**src/rtl/invsqrt_result_fifo_if.sv**
```systemverilog
// invsqrt_result_fifo_if: result/consumer bundle for invsqrt_result_fifo; out_class present with INVSQRT_FIFO_CLASS_EN
interface invsqrt_result_fifo_if #(parameter int DEPTH = 16, parameter int CNT_W = 16);
  logic ce;
  logic [31:0] DataIn;
  logic DataValid;
  logic clr_ovf;
  logic [31:0] out_data;
  logic out_valid;
  logic out_ready;
  logic [$clog2(DEPTH):0] level;
  logic overflow;
  logic [CNT_W-1:0] sample_cnt;
`ifdef INVSQRT_FIFO_CLASS_EN
  logic [1:0] out_class;
  modport master(
    output ce, DataIn, DataValid, clr_ovf, out_ready,
    input  out_data, out_valid, level, overflow, sample_cnt, out_class
  );
  modport slave(
    input  ce, DataIn, DataValid, clr_ovf, out_ready,
    output out_data, out_valid, level, overflow, sample_cnt, out_class
  );
`else
  modport master(
    output ce, DataIn, DataValid, clr_ovf, out_ready,
    input  out_data, out_valid, level, overflow, sample_cnt
  );
  modport slave(
    input  ce, DataIn, DataValid, clr_ovf, out_ready,
    output out_data, out_valid, level, overflow, sample_cnt
  );
`endif
endinterface

```
**src/rtl/invsqrt_result_fifo.sv**
```systemverilog
// invsqrt_result_fifo: FWFT buffer for InvertSQRoot results; INVSQRT_FIFO_CLASS_EN adds a per-entry IEEE class tag
module invsqrt_result_fifo #(
  parameter int DEPTH = 16,
  parameter int CNT_W = 16
) (
  input logic clk,
  input logic rst,
  invsqrt_result_fifo_if.slave bus
);
  localparam int AW = $clog2(DEPTH);
  localparam int LW = AW + 1;
`ifdef INVSQRT_FIFO_CLASS_EN
  localparam int EW = 34;
  function automatic logic [1:0] classify(input logic [31:0] d);
    return (d[30:23] == 8'hFF) ? ((d[22:0] == '0) ? 2'b10 : 2'b11) : ((d[30:0] == '0) ? 2'b01 : 2'b00);
  endfunction
`else
  localparam int EW = 32;
`endif
  logic [EW-1:0] mem [DEPTH];
  logic [EW-1:0] head, head_nxt, din;
  logic [AW-1:0] rd_ptr, rd_nxt, wr_ptr;
  logic [LW-1:0] level;
  logic [CNT_W-1:0] cnt;
  logic ovf, wr_req, rd, full, wr, drop, last;
`ifdef INVSQRT_FIFO_CLASS_EN
  assign din = {classify(bus.DataIn), bus.DataIn};
  assign bus.out_class = head[33:32];
`else
  assign din = bus.DataIn;
`endif
  // the head register holds the next word to present, so out_data keeps its last value once empty
  always_comb begin
    wr_req = bus.ce & bus.DataValid;
    rd = (level != '0) & bus.out_ready;
    full = level == LW'(DEPTH);
    wr = wr_req & (~full | rd);
    drop = wr_req & full & ~rd;
    last = (level == '0) | (rd & (level == LW'(1)));
    rd_nxt = rd_ptr + AW'(1);
    head_nxt = last ? (wr ? din : head) : (rd ? mem[rd_nxt] : head);
  end
  // pointers, occupancy, head, sticky overflow and sample counter
  always_ff @(posedge clk) begin
    if (!rst) begin
      rd_ptr <= '0;
      wr_ptr <= '0;
      level <= '0;
      head <= '0;
      ovf <= 1'b0;
      cnt <= '0;
    end else begin
      if (wr) wr_ptr <= wr_ptr + AW'(1);
      if (rd) rd_ptr <= rd_nxt;
      if (wr) cnt <= cnt + CNT_W'(1);
      level <= level + LW'(wr) - LW'(rd);
      head <= head_nxt;
      ovf <= drop | (ovf & ~bus.clr_ovf);
    end
  end
  // storage has no reset; writes are blocked during reset
  always_ff @(posedge clk) begin
    if (rst && wr) mem[wr_ptr] <= din;
  end
  assign bus.out_data = head[31:0];
  assign bus.out_valid = level != '0;
  assign bus.level = level;
  assign bus.overflow = ovf;
  assign bus.sample_cnt = cnt;
endmodule

```
**src/flat_wrapper.sv**
```systemverilog
// flat-port wrapper written by rule: the top's interface ports become plain ports
module invsqrt_result_fifo_flat 
#(
  parameter int DEPTH = 16,
  parameter int CNT_W = 16
)
  (clk, rst, bus_ce, bus_DataIn, bus_DataValid, bus_clr_ovf, bus_out_ready, bus_out_data, bus_out_valid, bus_level, bus_overflow, bus_sample_cnt);
  invsqrt_result_fifo_if #(.DEPTH(DEPTH), .CNT_W(CNT_W)) bus_i ();
  input logic clk;
  input logic rst;
  input wire logic [$bits(bus_i.ce)-1:0] bus_ce;
  input wire logic [$bits(bus_i.DataIn)-1:0] bus_DataIn;
  input wire logic [$bits(bus_i.DataValid)-1:0] bus_DataValid;
  input wire logic [$bits(bus_i.clr_ovf)-1:0] bus_clr_ovf;
  input wire logic [$bits(bus_i.out_ready)-1:0] bus_out_ready;
  output wire logic [$bits(bus_i.out_data)-1:0] bus_out_data;
  output wire logic [$bits(bus_i.out_valid)-1:0] bus_out_valid;
  output wire logic [$bits(bus_i.level)-1:0] bus_level;
  output wire logic [$bits(bus_i.overflow)-1:0] bus_overflow;
  output wire logic [$bits(bus_i.sample_cnt)-1:0] bus_sample_cnt;
  assign bus_i.ce = bus_ce;
  assign bus_i.DataIn = bus_DataIn;
  assign bus_i.DataValid = bus_DataValid;
  assign bus_i.clr_ovf = bus_clr_ovf;
  assign bus_i.out_ready = bus_out_ready;
  assign bus_out_data = bus_i.out_data;
  assign bus_out_valid = bus_i.out_valid;
  assign bus_level = bus_i.level;
  assign bus_overflow = bus_i.overflow;
  assign bus_sample_cnt = bus_i.sample_cnt;
  invsqrt_result_fifo #(.DEPTH(DEPTH), .CNT_W(CNT_W)) u_core (.clk(clk), .rst(rst), .bus(bus_i));
endmodule
```
**config.mk**
```make
export PLATFORM = sky130hd
export DESIGN_NAME = invsqrt_result_fifo_flat
export DESIGN_NICKNAME = d
export VERILOG_FILES = /design/src/rtl/invsqrt_result_fifo_if.sv /design/src/rtl/invsqrt_result_fifo.sv /design/src/flat_wrapper.sv
export SDC_FILE = /design/constraint.sdc
export NUM_CORES = 1
export LEC_CHECK = 0
export BUFFER_PORTS_ARGS = -buffer_cell sky130_fd_sc_hd__buf_2
export CORE_MARGIN = 4
export CORE_UTILIZATION = 30
export CTS_CLUSTER_DIAMETER = 80
export DETAILED_ROUTE_END_ITERATION = 8
export PLACE_DENSITY_LB_ADDON = 0.1
export SETUP_SLACK_MARGIN = 0.1
export SLEW_MARGIN = 10
export SYNTH_ARGS = -nofsm -noshare
export SYNTH_HDL_FRONTEND = slang
export SYNTH_SLANG_ARGS = --single-unit
```
**constraint.sdc**
```tcl
create_clock -name clk -period 3.9 [get_ports clk]
set_input_delay 0.195 -clock clk [delete_from_list [all_inputs] [get_ports clk]]
set_output_delay 0.195 -clock clk [all_outputs]
set_load 0.01 [all_outputs]
```
Yosys cells after proc, flatten, opt, wreduce, memory -nomap -nowiden:

Memories as Yosys holds them, arrays and structs flattened.
Cells that the tools add are included.

* register bits after elaboration: 62
* latch bits: 0
* RAM bits: 512
* memory bits (read-only): 0
* output and inout bits: 55
* logic and storage cells: 38
* memories: 1

* add/sub/neg operators: 5
* multipliers: 0
* div/mod/pow operators: 0
* magnitude comparators: 0
* equal/unequal tests: 3
* shifts and indexed selects: 0
* muxes and demuxes: 5
* bitwise logic cells: 13
* reductions and logical operators: 5

Memories
* u_core.mem: depth 16, width 32, rd ports 1, clocked after Yosys merged registers in 0, write ports 1, line invsqrt_result_fifo.sv:20 `logic [EW-1:0] mem [DEPTH];`

Operator list (count)
* 32-bit 2-to-1 mux: 3
* 16-bit by 1-bit adder with 16-bit output, second input constant: 1
* 4-bit by 1-bit adder with 4-bit output, second input constant: 2
* 1-bit AND: 7
* 5-bit by 1-bit adder with 5-bit output: 1
* 5-bit by 1-bit == test with 1-bit output, second input constant: 1
* 5-bit == test, second input constant: 1
* 5-bit zero test: 1
* 5-bit nonzero test: 1
* 5-bit by 1-bit subtractor with 5-bit output: 1
* 1-bit inverter: 3
* 1-bit bitwise OR: 3
* 1-bit 2-to-1 mux: 2
* 2-bit by 1-bit != test with 1-bit output, second input constant: 1
* 2-bit AND reduction: 1
* 2-bit nonzero test: 1
* 1-bit logical AND: 1

Depth between registers and ports, before layout:

Gate-level depths: netlist of the first run.

* depth after elaboration: 7
* mapped depth: 14
* mapped depth without buffers: 14

Worst setup path before layout of the first run:

No wires, ideal clock.

* kind: flip-flop to flip-flop
* start point: register u_core.level[2] (netlist: u_core.bus.level[2])
* end point: memory u_core.mem[4][0] (enable)
* setup time: 461 ps
* arrival: 3762 ps
* required time: 3439 ps
* setup slack: -323 ps
* cell stages (with the launch flop): 8
* path buffers: 1
* cell sequence: dfxtp_1 inv_1 ha_1 nor4b_2 a21oi_1 clkbuf_1 nand2_1 nor3_1

* longest elaborated chain between the ends: 7
* elaborated cells on any way between the ends: 9

Ends and longest elaborated chain
* from (decl): line invsqrt_result_fifo.sv:23 `logic [LW-1:0] level;`
* from (signal assigned): line invsqrt_result_fifo.sv:56 `level <= level + LW'(wr) - LW'(rd);`
* 5-bit nonzero test / 5-bit == test (equally long branches): line invsqrt_result_fifo.sv:35, invsqrt_result_fifo.sv:36
* 1-bit AND / 1-bit inverter (equally long branches): line invsqrt_result_fifo.sv:35, invsqrt_result_fifo.sv:37
* 1-bit bitwise OR (*): line invsqrt_result_fifo.sv:37 `wr = wr_req & (~full | rd);`
* 1-bit AND (*): line invsqrt_result_fifo.sv:37
* via u_core.wr: line invsqrt_result_fifo.sv:25 `logic ovf, wr_req, rd, full, wr, drop, last;`
* 1-bit logical AND (*): line invsqrt_result_fifo.sv:63 `if (rst && wr) mem[wr_ptr] <= din;`
* 1-bit 2-to-1 mux (*): line invsqrt_result_fifo.sv:63
* 1-bit 2-to-1 mux (not written as such) (*): line invsqrt_result_fifo.sv:63
* to (decl): line invsqrt_result_fifo.sv:20

The timed path passes the listed nets; every way through them passes the cells marked *.

Worst setup path in the final report of the first run:

* start point: register u_core.level[3] (netlist: u_core.bus.level[3])
* end point: memory u_core.mem[4][20] (enable)

* longest elaborated chain between the ends: 7
* elaborated cells on any way between the ends: 9

Ends and longest elaborated chain (line)
* 5-bit nonzero test / 5-bit == test (equally long branches): invsqrt_result_fifo.sv:35, invsqrt_result_fifo.sv:36
* 1-bit AND / 1-bit inverter (equally long branches): invsqrt_result_fifo.sv:35, invsqrt_result_fifo.sv:37
* 1-bit bitwise OR (*): invsqrt_result_fifo.sv:37
* 1-bit AND (*): invsqrt_result_fifo.sv:37
* 1-bit logical AND (*): invsqrt_result_fifo.sv:63
* 1-bit 2-to-1 mux (*): invsqrt_result_fifo.sv:63
* 1-bit 2-to-1 mux (not written as such) (*): invsqrt_result_fifo.sv:63

Every way passes the cells marked *; elsewhere a longest branch is shown, timed or not.

==> impl_summary.log, run 1 <==
[metrics] RD Place Congestion: 0.686
[metrics] detailed-placement wirelength estimate: 33.7 mm
[metrics] register-to-register setup slack: 1.0 ns
[metrics] Critical R2R Capture: u_core.mem[4][20]
[metrics] most common flop cell mapped by yosys: edfxtp_1
[metrics] number of antenna violations at the first check in global routing: 1
[metrics] H-Tree Depth: 3
[metrics] Slew headroom: 44.2%
[metrics] Worst Setup Start Kind: flip-flop
[metrics] clock slew at the register clock pins of the worst setup and hold paths: 0.06 ns
[metrics] sequential share of power: 40.8%
[metrics] worst path required time: 4.12 ns
[metrics] number of primary I/O pins: 93
[metrics] wire length of the first global-routing pass: 84.0 mm
[metrics] Clock Power Share: 35.3%
[metrics] count of different cell masters after synthesis: 43
[metrics] transition time at the pin with the least slew margin: 0.836 ns
[metrics] starting density of the core: 30.5%
[metrics] mapped cell area: 22400 um2
[metrics] warnings from Yosys: 0
[metrics] worst hold-check path type: primary input to flip-flop
[metrics] Worst Reg-to-Reg Cells: 7
[metrics] worst-case clock skew: 0.0252 ns
[metrics] synthesized instance count: 1105
[metrics] share of flip-flops with an asynchronous set or reset after synthesis: 0%
[metrics] Hold Path Sink: u_core.mem[5][29]
[metrics] reported net switching power: 4880 uW
[metrics] Setup Total Neg Slack: 0 ns
[metrics] DIE AREA: 79100 um2
[metrics] number of setup buffers added after CTS: 0
[metrics] Final Hold Vio Count: 0
[metrics] number of placement rows: 99
[metrics] storage element area: 16600 um2
[metrics] share of final-layout standard cells stronger than drive strength 1: 30.8%
[metrics] post-synth top area cell: edfxtp_1
[metrics] die height: 281 um
[metrics] Synth Area per Inst: 20.3 um2
[metrics] result of the run: finished clean
[metrics] nets: 1326
[metrics] core region area: 73500 um2
[metrics] vias in the first global route: 11990
[metrics] portion of total power attributed to combinational logic: 23.9%
[metrics] number of maximum-capacitance constraint violations: 0
[metrics] FMAX: 344 MHz
[metrics] hold wc startpoint: bus_DataIn[29]
[metrics] total number of clock tree sinks: 574
[metrics] number of port buffers: 92
[metrics] maximum clock insertion buffer count: 3
[metrics] Data arrival, critical path: 3.12 ns
[metrics] root buffer cell: clkbuf_16
[metrics] number of DRC markers in iteration 0: 664
[metrics] per-cell via count in the routed design: 4.84
[metrics] Internal Dissipation: 12400 uW
[metrics] Worst Path Class, Setup: flip-flop to flip-flop
[metrics] post_cts resized: 0
[metrics] clock tree from TritonCTS: yes
[metrics] power per cell area: 646 nW/um2
[metrics] Die Width: 281 um
[metrics] number of failing setup endpoints in the final timing report: 0
[metrics] FILL cells: 6767
[metrics] leakage: 0.00901 uW
[metrics] worst hold stages: 1
[metrics] non-filler instance count after layout: 2289
[metrics] wirelength, routed: 57.5 mm
[metrics] pin count of the biggest net entering global routing: 62
[metrics] count leader, synth: edfxtp_1
[metrics] endpoint class of the critical path: flip-flop
[metrics] total track usage: 14.7%
[metrics] RSZ-0062 raised after global routing: no
[metrics] largest cells by area after synthesis: edfxtp_1 (69%), mux4_2 (13%), dfxtp_1 (5.5%)
[metrics] post-synthesis sequential element count: 574
[metrics] Min Clock Period, post-route: 2.90 ns
[metrics] Inst Count DP: 2141
[metrics] worst voltage drop across the vdd grid: 0.434 mV
[metrics] count of unresolved DRC violations after routing: 0
[metrics] leading cell types by count after synthesis: edfxtp_1 (512), mux4_2 (128), dfxtp_1 (62)
[metrics] startpoint of the worst register-to-register path: u_core.bus.level[3]
[metrics] detailed-route wire length per cell: 25.1 um
[metrics] worst hold slack after final layout: 0.0355 ns
[metrics] top-area cell type share of the netlist area: 68.7%
[metrics] period utilization: 74.4%
[metrics] net switching fraction of the power: 28.3%
[metrics] Post-Synthesis Net Count: 1156
[metrics] remaining antenna violation count after routing: 0
[metrics] highest fanout seen on the critical path: 32
[metrics] number of enable-type register cells in the synthesized netlist: 512
[metrics] area of combinational cells with multiple inputs: 5510 um2
[metrics] area growth from synthesis to final layout: 19.2%
[metrics] number of iterations in the first detailed-routing pass: 5
[metrics] sequential-to-total area share from yosys stat: 74.2%
[metrics] detailed-route via count: 11085
[metrics] Inserted Clock Buffers: 67
[metrics] clock insertion delay at the later pin of the skew report: 0.60 ns
[metrics] CTS Hold Bufs: 24
[metrics] overall overflow remaining after global route: 0
[metrics] final count of pins violating max slew: 0
[critical path, stage by stage, from the launching register on]
cell and delay (ns):
dfxtp_1 0.36, inv_1 0.08, ha_1 0.20, nor4b_2 0.19
a21oi_2 0.56, nand2_1 0.36, nor3_4 0.23, buf_4 0.53
[power groups by stage]
stage / clock network [uW] / logic, uW / registers, uW
2_1_floorplan: 0 / 2770 / 7190
3_3_place_gp: 0 / 4230 / 7170
3_5_place_dp: 0 / 4210 / 7180
4_1_cts: 6300 / 4240 / 7050
5_1_grt: 6560 / 4480 / 7070
6_report: 6090 / 4120 / 7040
[per-layer routing]
layer | wire length (um) | global-route usage [%]
met1 | 25700 | 19.7
met2 | 28300 | 24.4
met5 | 0 | 0
met3 | 2570 | 2.92
met4 | 997 | 4.02
[logic make-up after synthesis]
group                    Yosys count  share of synthesized area, %
adder cells (fa/ha/maj)           13                         0.760
AO/OA/AOI/OAI                    112                          3.53
AND/OR/NAND/NOR                  116                          2.78
flip-flops                       574                          74.2
buffers and inverters             73                          1.79
multiplexers                     194                          15.9
XOR/XNOR                          23                         0.984
[worst max-delay path by stage]
stage	startpoint	endpoint	slack [ns]	cells past startpoint
final	u_core.bus.level[3]	u_core.mem[4][20]	1.0	7
after global routing	u_core.bus.level[3]	u_core.bus.level[4]	0.76	14
after CTS	u_core.bus.level[3]	u_core.mem[4][20]	0.96	7
after floorplan	u_core.bus.level[2]	u_core.mem[12][0]	0.57	7
after global placement	u_core.bus.level[3]	u_core.mem[4][7]	1.06	7
after detailed placement	u_core.bus.level[2]	u_core.mem[4][8]	1.00	7
[per-stage QoR]
step	setup slack, ns	cell area, um2	total power, uW	utilization (%)
final	0.997	26700	17200	36.3
after global routing	0.762	26700	18100	36.3
after CTS	0.964	26700	17600	36.3
after detailed placement	1.00	24300	11400	33.1
after global placement	1.06	24300	11400	33.1
after floorplan	0.575	22400	9960	-
[layout make-up]
cell class | instances | area share (%)
antenna | 1 | 0.00938
clock buffer | 91 | 6.85
clock inverter | 32 | 1.12
inverter | 14 | 0.197
multi-input combinational | 458 | 20.6
sequential | 574 | 62.3
tap | 959 | 4.50
timing repair buffer | 160 | 4.43
[cells in the final DEF (no fill, tap or decap), drive strengths merged, types with 2 or more instances in the layout]
cell type / synthesis / final
clkinv: 0 / 19
dfxtp: 62 / 62
inv: 14 / 21
o21ai: 46 / 46
clkbuf: 30 / 91
o221ai: 22 / 22
clkinvlp: 0 / 2
and2: 21 / 21
buf: 29 / 136
xor2: 11 / 11
and4: 3 / 3
nor3b: 2 / 2
ha: 12 / 12
nand3: 7 / 7
mux2: 20 / 20
bufinv: 0 / 4
xnor2: 12 / 12
and3: 7 / 7
nand2: 37 / 37
nor2b: 6 / 6
mux2i: 46 / 46
nand4: 6 / 6
dlygate4sd3: 0 / 24
a31oi: 10 / 10
nor2: 13 / 13
mux4: 128 / 128
edfxtp: 512 / 512
o211a: 22 / 22
nor3: 4 / 4
nand2b: 3 / 3
or3: 4 / 4
a21boi: 4 / 4
a21oi: 5 / 5
[sequential cells by signal, indices dropped and copies added (netlist names)]
name	count
u_core.bus.out_data	32
u_core.rd_ptr	4
u_core.bus.level	5
u_core.mem	512
u_core.wr_ptr	4
u_core.bus.overflow	1
u_core.bus.sample_cnt	16
No activity file was read; power rests on OpenSTA's default activity.
==> run 2, diff against run 1 <==
- ABC_AREA: unset -> 1
- clock period: 3.9 -> 2.6 ns (I/O delays scaled with it)
==> run 2 against run 1 <==
Final cell count increased by 50%. Fmax increased by 24%. Design area increased by 7.4%. Count of clock-buffer cells in the layout increased by 3. Sequential share of layout area decreased by 4.3 points. Non-clock buffer count increased by 42. Routed wire length increased by 21%. Largest cell class unchanged. Largest power group unchanged. Highest routed layer unchanged.
==> impl_summary.log, run 2 <==
[metrics] final instance area: 28700 um2 (+7.4%)
[metrics] Worst Setup Start Kind: flip-flop
[metrics] result of the run: finished clean
[metrics] transition time at the pin with the least slew margin: 0.800 ns (-0.0358 ns)
[metrics] Reg with most FFs: u_core.mem
[metrics] worst-case clock skew: 0.0127 ns (-0.0125 ns)
[metrics] starting density of the core: 30.4% (-0.082 points)
[metrics] highest fanout seen on the critical path: 20 (-38%)
[metrics] count of unresolved DRC violations after routing: 0 (unchanged)
[metrics] sequential share of power: 37.1% (-3.7 points)
[metrics] core region area: 77800 um2 (+6.0%)
[metrics] number of DRC markers in iteration 0: 1061 (+60%)
[metrics] number of primary I/O pins: 93 (unchanged)
[metrics] post-synthesis sequential element count: 574 (unchanged)
[metrics] clock slew at the register clock pins of the worst setup and hold paths: 0.06 ns (about the same)
[metrics] warnings from Yosys: 0 (unchanged)
[metrics] cell area reported after detailed placement: 26100 um2 (+7.3%)
[metrics] share of flip-flops with an asynchronous set or reset after synthesis: 0% (unchanged)
[metrics] final count of pins violating max slew: 0 (unchanged)
[metrics] maximum clock insertion buffer count: 3 (unchanged)
[metrics] leading cell types by count after synthesis: nand2_1 (776), edfxtp_1 (512), nand3_1 (392)
[metrics] net switching fraction of the power: 34.8% (+6.5 points)
[metrics] wire length of the first global-routing pass: 105 mm (+25%)
[metrics] total track usage: 16.7% (+2.0 points)
[metrics] H-Tree Depth: 3 (unchanged)
[metrics] number of antenna violations at the first check in global routing: 1 (unchanged)
[metrics] top-area cell type share of the netlist area: 65.0% (-3.7 points)
[metrics] global-route track usage on met2: 28.0% (+3.6 points)
[metrics] detailed-placement wirelength estimate: 38.9 mm (+16%)
[metrics] RSZ-0062 raised after global routing: no
[metrics] GR peak layer: met2
[metrics] number of port buffers: 92 (unchanged)
[metrics] most common flop cell mapped by yosys: edfxtp_1
[metrics] post-synth top area cell: edfxtp_1
[metrics] Post-Synthesis Net Count: 2244 (+94%)
[metrics] overall overflow remaining after global route: 0 (unchanged)
[metrics] non-filler instance count after layout: 3434 (+50%)
[metrics] Synth Area per Inst: 10.8 um2 (-47%)
[metrics] global routing usage on met3: 2.72% (-0.20 points)
[metrics] mapped cell area: 23700 um2 (+5.7%)
[metrics] portion of total power attributed to combinational logic: 30.6% (+6.7 points)
[metrics] Internal Dissipation: 18700 uW (+52%)
[metrics] synthesized instance count: 2193 (+98%)
[metrics] Inserted Clock Buffers: 69 (+3.0%)
[metrics] FILL cells: 7726 (+14%)
[metrics] remaining antenna violation count after routing: 0 (unchanged)
[metrics] most frequent cells in the layout: nand2_1 (769), edfxtp_1 (512), nand3_1 (392), inv_1 (103), buf_2 (92)
[metrics] Die Width: 289 um (+2.7%)
[metrics] number of placement rows: 102 (+3.0%)
[metrics] vias in the first global route: 16448 (+37%)
[metrics] reported net switching power: 9990 uW (+100%)
[metrics] clock tree from TritonCTS: yes
[metrics] number of failing setup endpoints in the final timing report: 0 (unchanged)
[metrics] worst hold slack after final layout: 0.101 ns (+0.0653 ns)
[metrics] worst path required time: 2.87 ns (-1.25 ns)
[metrics] worst voltage drop across the vdd grid: 0.747 mV (+72%)
[metrics] detailed-route wire length per cell: 20.2 um (-19%)
[metrics] Clock Power Share: 32.3% (-3.0 points)
[metrics] Data arrival, critical path: 2.61 ns (-0.51 ns)
[metrics] number of setup buffers added after CTS: 0 (unchanged)
[metrics] most frequent standard cell in the layout excluding fill and tap cells: nand2_1
[metrics] Min Clock Period, post-route: 2.33 ns (-0.569 ns)
[metrics] detailed-route via count: 16224 (+46%)
[metrics] Slew headroom: 46.6% (+2.4 points)
[metrics] FMAX: 428 MHz (+24%)
[metrics] die height: 289 um (+2.7%)
[metrics] DIE AREA: 83400 um2 (+5.5%)
[metrics] power per cell area: 1000 nW/um2 (+55%)
[metrics] sequential-to-total area share from yosys stat: 70.2% (-4.0 points)
[metrics] count of different cell masters after synthesis: 29 (-33%)
[metrics] number of enable-type register cells in the synthesized netlist: 512 (unchanged)
[metrics] RD Place Congestion: 0.741 (+8.1%)
[metrics] Final Hold Vio Count: 0 (unchanged)
[metrics] nets: 2391 (+80%)
[metrics] wirelength, routed: 69.5 mm (+21%)
[metrics] area growth from synthesis to final layout: 21.1%
[metrics] leakage: 0.0109 uW (+21%)
[metrics] flip-flop count of the largest register, all copies and words added: 512 (unchanged)
[metrics] total number of clock tree sinks: 574 (unchanged)
[metrics] clock insertion delay at the later pin of the skew report: 0.60 ns (about the same)
[metrics] endpoint class of the critical path: flip-flop
[metrics] share of final-layout standard cells stronger than drive strength 1: 13.0% (-18 points)
[metrics] period utilization: 89.8% (+15 points)
[metrics] Worst Path Class, Setup: flip-flop to flip-flop
[metrics] number of maximum-capacitance constraint violations: 0 (unchanged)
[metrics] pin count of the biggest net entering global routing: 153 (+150%)
[metrics] Inst Count DP: 3274 (+53%)
[metrics] fraction of met1 tracks used by global routing: 22.7% (+3.0 points)
[metrics] largest cells by area after synthesis: edfxtp_1 (65%), nand2_1 (12%), nand3_1 (8.3%)
[metrics] number of iterations in the first detailed-routing pass: 5 (unchanged)
[metrics] worst hold-check path type: primary input to flip-flop
[metrics] count leader, synth: nand2_1
[metrics] root buffer cell: clkbuf_16
[metrics] per-cell via count in the routed design: 4.72 (-2.4%)
-- run 2: path summary, 6_finish.rpt --
check,from,to,slack [ns],cells past startpoint
min reg2reg,u_core.bus.sample_cnt[6],u_core.bus.sample_cnt[6],0.50,2
max reg2reg,u_core.bus.level[3],u_core.mem[11][20],0.27,10
min,bus_DataValid,u_core.bus.sample_cnt[6],0.10,6
max,u_core.bus.level[3],u_core.mem[11][20],0.27,10
-- run 2: through the flow --
stage | TNS [ns] | setup WS, ns | power (uW) | util, %
6_report | 0 | 0.265 | 28700 | 36.8
2_1_floorplan | -62.41 | -0.163 | 16000 | -
4_1_cts | 0 | 0.0786 | 29200 | 36.8
3_3_place_gp | 0 | 0.0369 | 19700 | 33.5
5_1_grt | 0 | 0.0844 | 30500 | 36.8
3_5_place_dp | 0 | 0.0568 | 19700 | 33.5
-- run 2: power groups by stage --
stage | combinational, uW | sequential (uW) | clock (uW)
3_3_place_gp | 8830 | 10900 | 0
6_report | 8790 | 10700 | 9280
5_1_grt | 9880 | 10700 | 9930
3_5_place_dp | 8860 | 10900 | 0
2_1_floorplan | 5130 | 10900 | 0
4_1_cts | 8950 | 10700 | 9560
-- run 2: per-layer routing --
layer / vias to the layer above / part of all wire [%]
li1: 7826 / -
met1: 8010 / 46
met2: 311 / 48
met3: 77 / 4.2
met4: 0 / 1.8
met5: - / 0
-- run 2: layout make-up --
cell class              count  area (um2)  share of cell area (%)
multi-input cells        1382        6340                    22.1
clock inverters            30         305                    1.06
diodes                      1        2.50                 0.00873
flip-flops and latches    574       16600                    58.0
inverters                 111         427                    1.49
clock buffers              94        1860                    6.49
well taps                1040        1300                    4.54
repair buffers            202        1820                    6.33
-- run 2: cells by family (layout without fill, tap and decap cells) --
family | Yosys count | in the layout | share of synthesized area, %
xor gates and xnor gates | 7 | 7 | 0.291
DFF | 574 | 574 | 70.2
and+or+nand+nor | 1235 | 1235 | 21.9
AOI/OAI and AO/OA | 127 | 127 | 2.94
other | 0 | 1 | 0
adders and majority gates | 13 | 13 | 0.719
buffers and inverters | 237 | 437 | 3.96
-- run 2: worst max-delay path: stages (launching register included) --
cell,delay (ns)
dfxtp_1,0.35
inv_2,0.07
ha_4,0.16
nand2_1,0.07
nor2_2,0.05
buf_4,0.13
a21oi_1,0.23
buf_6,0.25
nand2_2,0.18
nor2_4,0.17
buf_4,0.31
-- run 2: what timing repair did --
item                                    4_1_cts  5_1_grt
pin swaps                                     0        2
endpoints found under the setup margin       38      352
resized for setup                             3       12
endpoints found under the hold margin       514        0
hold buffers                                 35        0
==> run 3, diff against run 2 <==
- HOLD_SLACK_MARGIN: unset -> 0.15
==> run 3 against run 2 <==
Hold slack better by 0.30 ns. Largest cell class unchanged. Die area unchanged. Non-clock buffer count up 4. Global-route usage about the same. Sequential power about the same.
==> impl_summary.log, run 3 (synthesized netlist as in run 2, its figures left out) <==
[metrics] core region area: 77800 um2 (unchanged)
[metrics] nets: 2395 (+0.17%)
[metrics] Die Width: 289 um (unchanged)
[metrics] flip-flop count of the largest register, all copies and words added: 512 (unchanged)
[metrics] DIE AREA: 83400 um2 (unchanged)
[metrics] H-Tree Depth: 3 (unchanged)
[metrics] share of final-layout standard cells stronger than drive strength 1: 13.0% (-0.022 points)
[metrics] pin count of the biggest net entering global routing: 153 (unchanged)
[metrics] count of unresolved DRC violations after routing: 0 (unchanged)
[metrics] Inserted Clock Buffers: 69 (unchanged)
[metrics] Data arrival, critical path: 2.61 ns (about the same)
[metrics] number of maximum-capacitance constraint violations: 0 (unchanged)
[metrics] number of DRC markers in iteration 0: 1040 (-2.0%)
[metrics] number of antenna violations at the first check in global routing: 1 (unchanged)
[metrics] Worst Reg-to-Reg Cells: 10 (unchanged)
[metrics] root buffer cell: clkbuf_16
[metrics] startpoint of the worst register-to-register path: u_core.bus.level[3]
[metrics] period utilization: 89.7% (-0.092 points)
[metrics] FILL cells: 7724 (-0.026%)
[metrics] portion of total power attributed to combinational logic: 30.7% (about the same)
[metrics] reported net switching power: 10000 uW (+0.14%)
[metrics] per-cell via count in the routed design: 4.73 (about the same)
[metrics] detailed-route via count: 16255 (+0.19%)
[metrics] Worst Path Class, Setup: flip-flop to flip-flop
[metrics] wirelength, routed: 69.6 mm (about the same)
[metrics] register-to-register setup slack: 0.27 ns (about the same)
[metrics] number of failing setup endpoints in the final timing report: 0 (unchanged)
[metrics] vias in the first global route: 16466 (+0.11%)
[metrics] number of port buffers: 92 (unchanged)
[metrics] final count of pins violating max slew: 0 (unchanged)
[metrics] number of primary I/O pins: 93 (unchanged)
[metrics] area growth from synthesis to final layout: 21.3%
[metrics] cell area reported after detailed placement: 26100 um2 (unchanged)
[metrics] Reg with most FFs: u_core.mem
[metrics] clock slew at the register clock pins of the worst setup and hold paths: 0.06 ns (about the same)
[metrics] clock insertion delay at the later pin of the skew report: 0.61 ns (about the same)
[metrics] Internal Dissipation: 18800 uW (about the same)
[metrics] number of placement rows: 102 (unchanged)
[metrics] least setup slack across all paths after layout: 0.268 ns (+0.00238 ns)
[metrics] overall overflow remaining after global route: 0 (unchanged)
[metrics] result of the run: finished clean
[metrics] endpoint class of the critical path: flip-flop
[metrics] final instance area: 28700 um2 (+0.14%)
[metrics] sequential share of power: 37.1% (about the same)
[metrics] most frequent cells in the layout: nand2_1 (769), edfxtp_1 (512), nand3_1 (392), inv_1 (103), buf_2 (92)
[metrics] worst hold-check path type: primary input to flip-flop
[metrics] leakage: 0.0109 uW (+0.15%)
[metrics] FMAX: 429 MHz (+0.10%)
[metrics] number of setup buffers added after CTS: 0 (unchanged)
[metrics] detailed-placement wirelength estimate: 38.9 mm (unchanged)
[metrics] overall power: 28800 uW (about the same)
[metrics] setup slack after placement: 0.0568 ns (unchanged)
[metrics] clock tree from TritonCTS: yes
[metrics] Setup Total Neg Slack: 0 ns (unchanged)
[metrics] die height: 289 um (unchanged)
[metrics] Critical R2R Capture: u_core.mem[11][20]
[metrics] wire length of the first global-routing pass: 105 mm (about the same)
[metrics] remaining antenna violation count after routing: 0 (unchanged)
[metrics] maximum clock insertion buffer count: 3 (unchanged)
[metrics] Min Clock Period, post-route: 2.33 ns (-0.00239 ns)
[metrics] number of iterations in the first detailed-routing pass: 7 (+2)
[metrics] total track usage: 16.7% (about the same)
[metrics] worst voltage drop across the vdd grid: 0.748 mV (about the same)
[metrics] most frequent standard cell in the layout excluding fill and tap cells: nand2_1
[metrics] Critical Path Sink: u_core.mem[11][20]
[metrics] RD Place Congestion: 0.741 (unchanged)
[metrics] startpoint of the worst setup timing path: u_core.bus.level[3]
[metrics] worst path required time: 2.87 ns (about the same)
[metrics] Clock Power Share: 32.3% (about the same)
[metrics] starting density of the core: 30.4% (unchanged)
[metrics] worst-case clock skew: 0.0106 ns (-0.00214 ns)
[metrics] Final Hold Vio Count: 0 (unchanged)
[metrics] detailed-route wire length per cell: 20.2 um (about the same)
[metrics] power per cell area: 1000 nW/um2 (about the same)
[metrics] net switching fraction of the power: 34.8% (about the same)
[metrics] Slew headroom: 44.9% (-1.7 points)
[metrics] total number of clock tree sinks: 574 (unchanged)
[metrics] Worst Setup Start Kind: flip-flop
[metrics] highest fanout seen on the critical path: 20 (unchanged)
[metrics] RSZ-0062 raised after global routing: no
[metrics] transition time at the pin with the least slew margin: 0.826 ns (+0.0256 ns)
==> run 3: cell count changes in the layout (fill, tap and decap cells not counted), sizes merged <==
cell and delta:
dlygate4sd3 +4
==> run 3: how the worst min path moves through the flow <==
stage,from,endpoint,slack [ns],cells past startpoint
floorplan,bus_DataIn[0],u_core.mem[0][0],0.23,0
global placement,bus_clr_ovf,u_core.bus.overflow,0.41,4
detailed placement,bus_clr_ovf,u_core.bus.overflow,0.41,4
CTS,bus_ce,u_core.bus.overflow,0.34,4
global route,bus_ce,u_core.bus.overflow,0.39,4
finish,bus_ce,u_core.bus.overflow,0.40,4
==> run 3: per-stage QoR <==
stage               instances  hold slack [ns]  util, %
floorplan                2193            0.229        -
global placement         3274            0.406     33.5
detailed placement       3274            0.412     33.5
CTS                      3437            0.338     36.8
global route             3437            0.390     36.9
finish                   3438            0.405     36.9
==> run 3: timing repair <==
| action | CTS | global route |
|---|---|---|
| hold endpoints to repair | 569 | 0 |
| cloned | 0 | 0 |
| hold buffers | 39 | 0 |
| pin swaps | 0 | 2 |
| setup endpoints to repair | 38 | 352 |
| gates resized for setup | 3 | 12 |
==> run 3: layout make-up <==
| class | instances | area [um2] | share of cell area [%] |
|---|---|---|---|
| antenna | 1 | 2.50 | 0.00872 |
| clock buffer | 94 | 1860 | 6.48 |
| clock inverter | 30 | 305 | 1.06 |
| inverter | 111 | 427 | 1.49 |
| multi-input combinational | 1382 | 6340 | 22.1 |
| sequential | 574 | 16600 | 57.9 |
| tap | 1040 | 1300 | 4.53 |
| timing repair buffer | 206 | 1860 | 6.46 |
==> run 3: worst max-delay path, cell delays in order (launching register included) <==
cell	delay (ns)
dfxtp_1	0.35
inv_2	0.07
ha_4	0.16
nand2_1	0.07
nor2_2	0.05
buf_4	0.13
a21oi_1	0.22
buf_6	0.25
nand2_2	0.18
nor2_4	0.17
buf_4	0.31
==> run 3: metal layers <==
metal	vias up	routed length (um)	track usage [%]	share of wire, %
met2	309	33700	28.1	48
met5	-	0	0	0
met4	0	1300	3.90	1.9
met1	8031	31800	22.7	46
li1	7832	-	-	-
met3	83	2800	2.72	4.0
==> run 3: power groups by stage <==
stage / registers, uW / logic (uW) / clock network [uW]
2_1_floorplan: 10900 / 5130 / 0
3_3_place_gp: 10900 / 8830 / 0
3_5_place_dp: 10900 / 8860 / 0
4_1_cts: 10700 / 8960 / 9560
5_1_grt: 10700 / 9890 / 9930
6_report: 10700 / 8820 / 9280
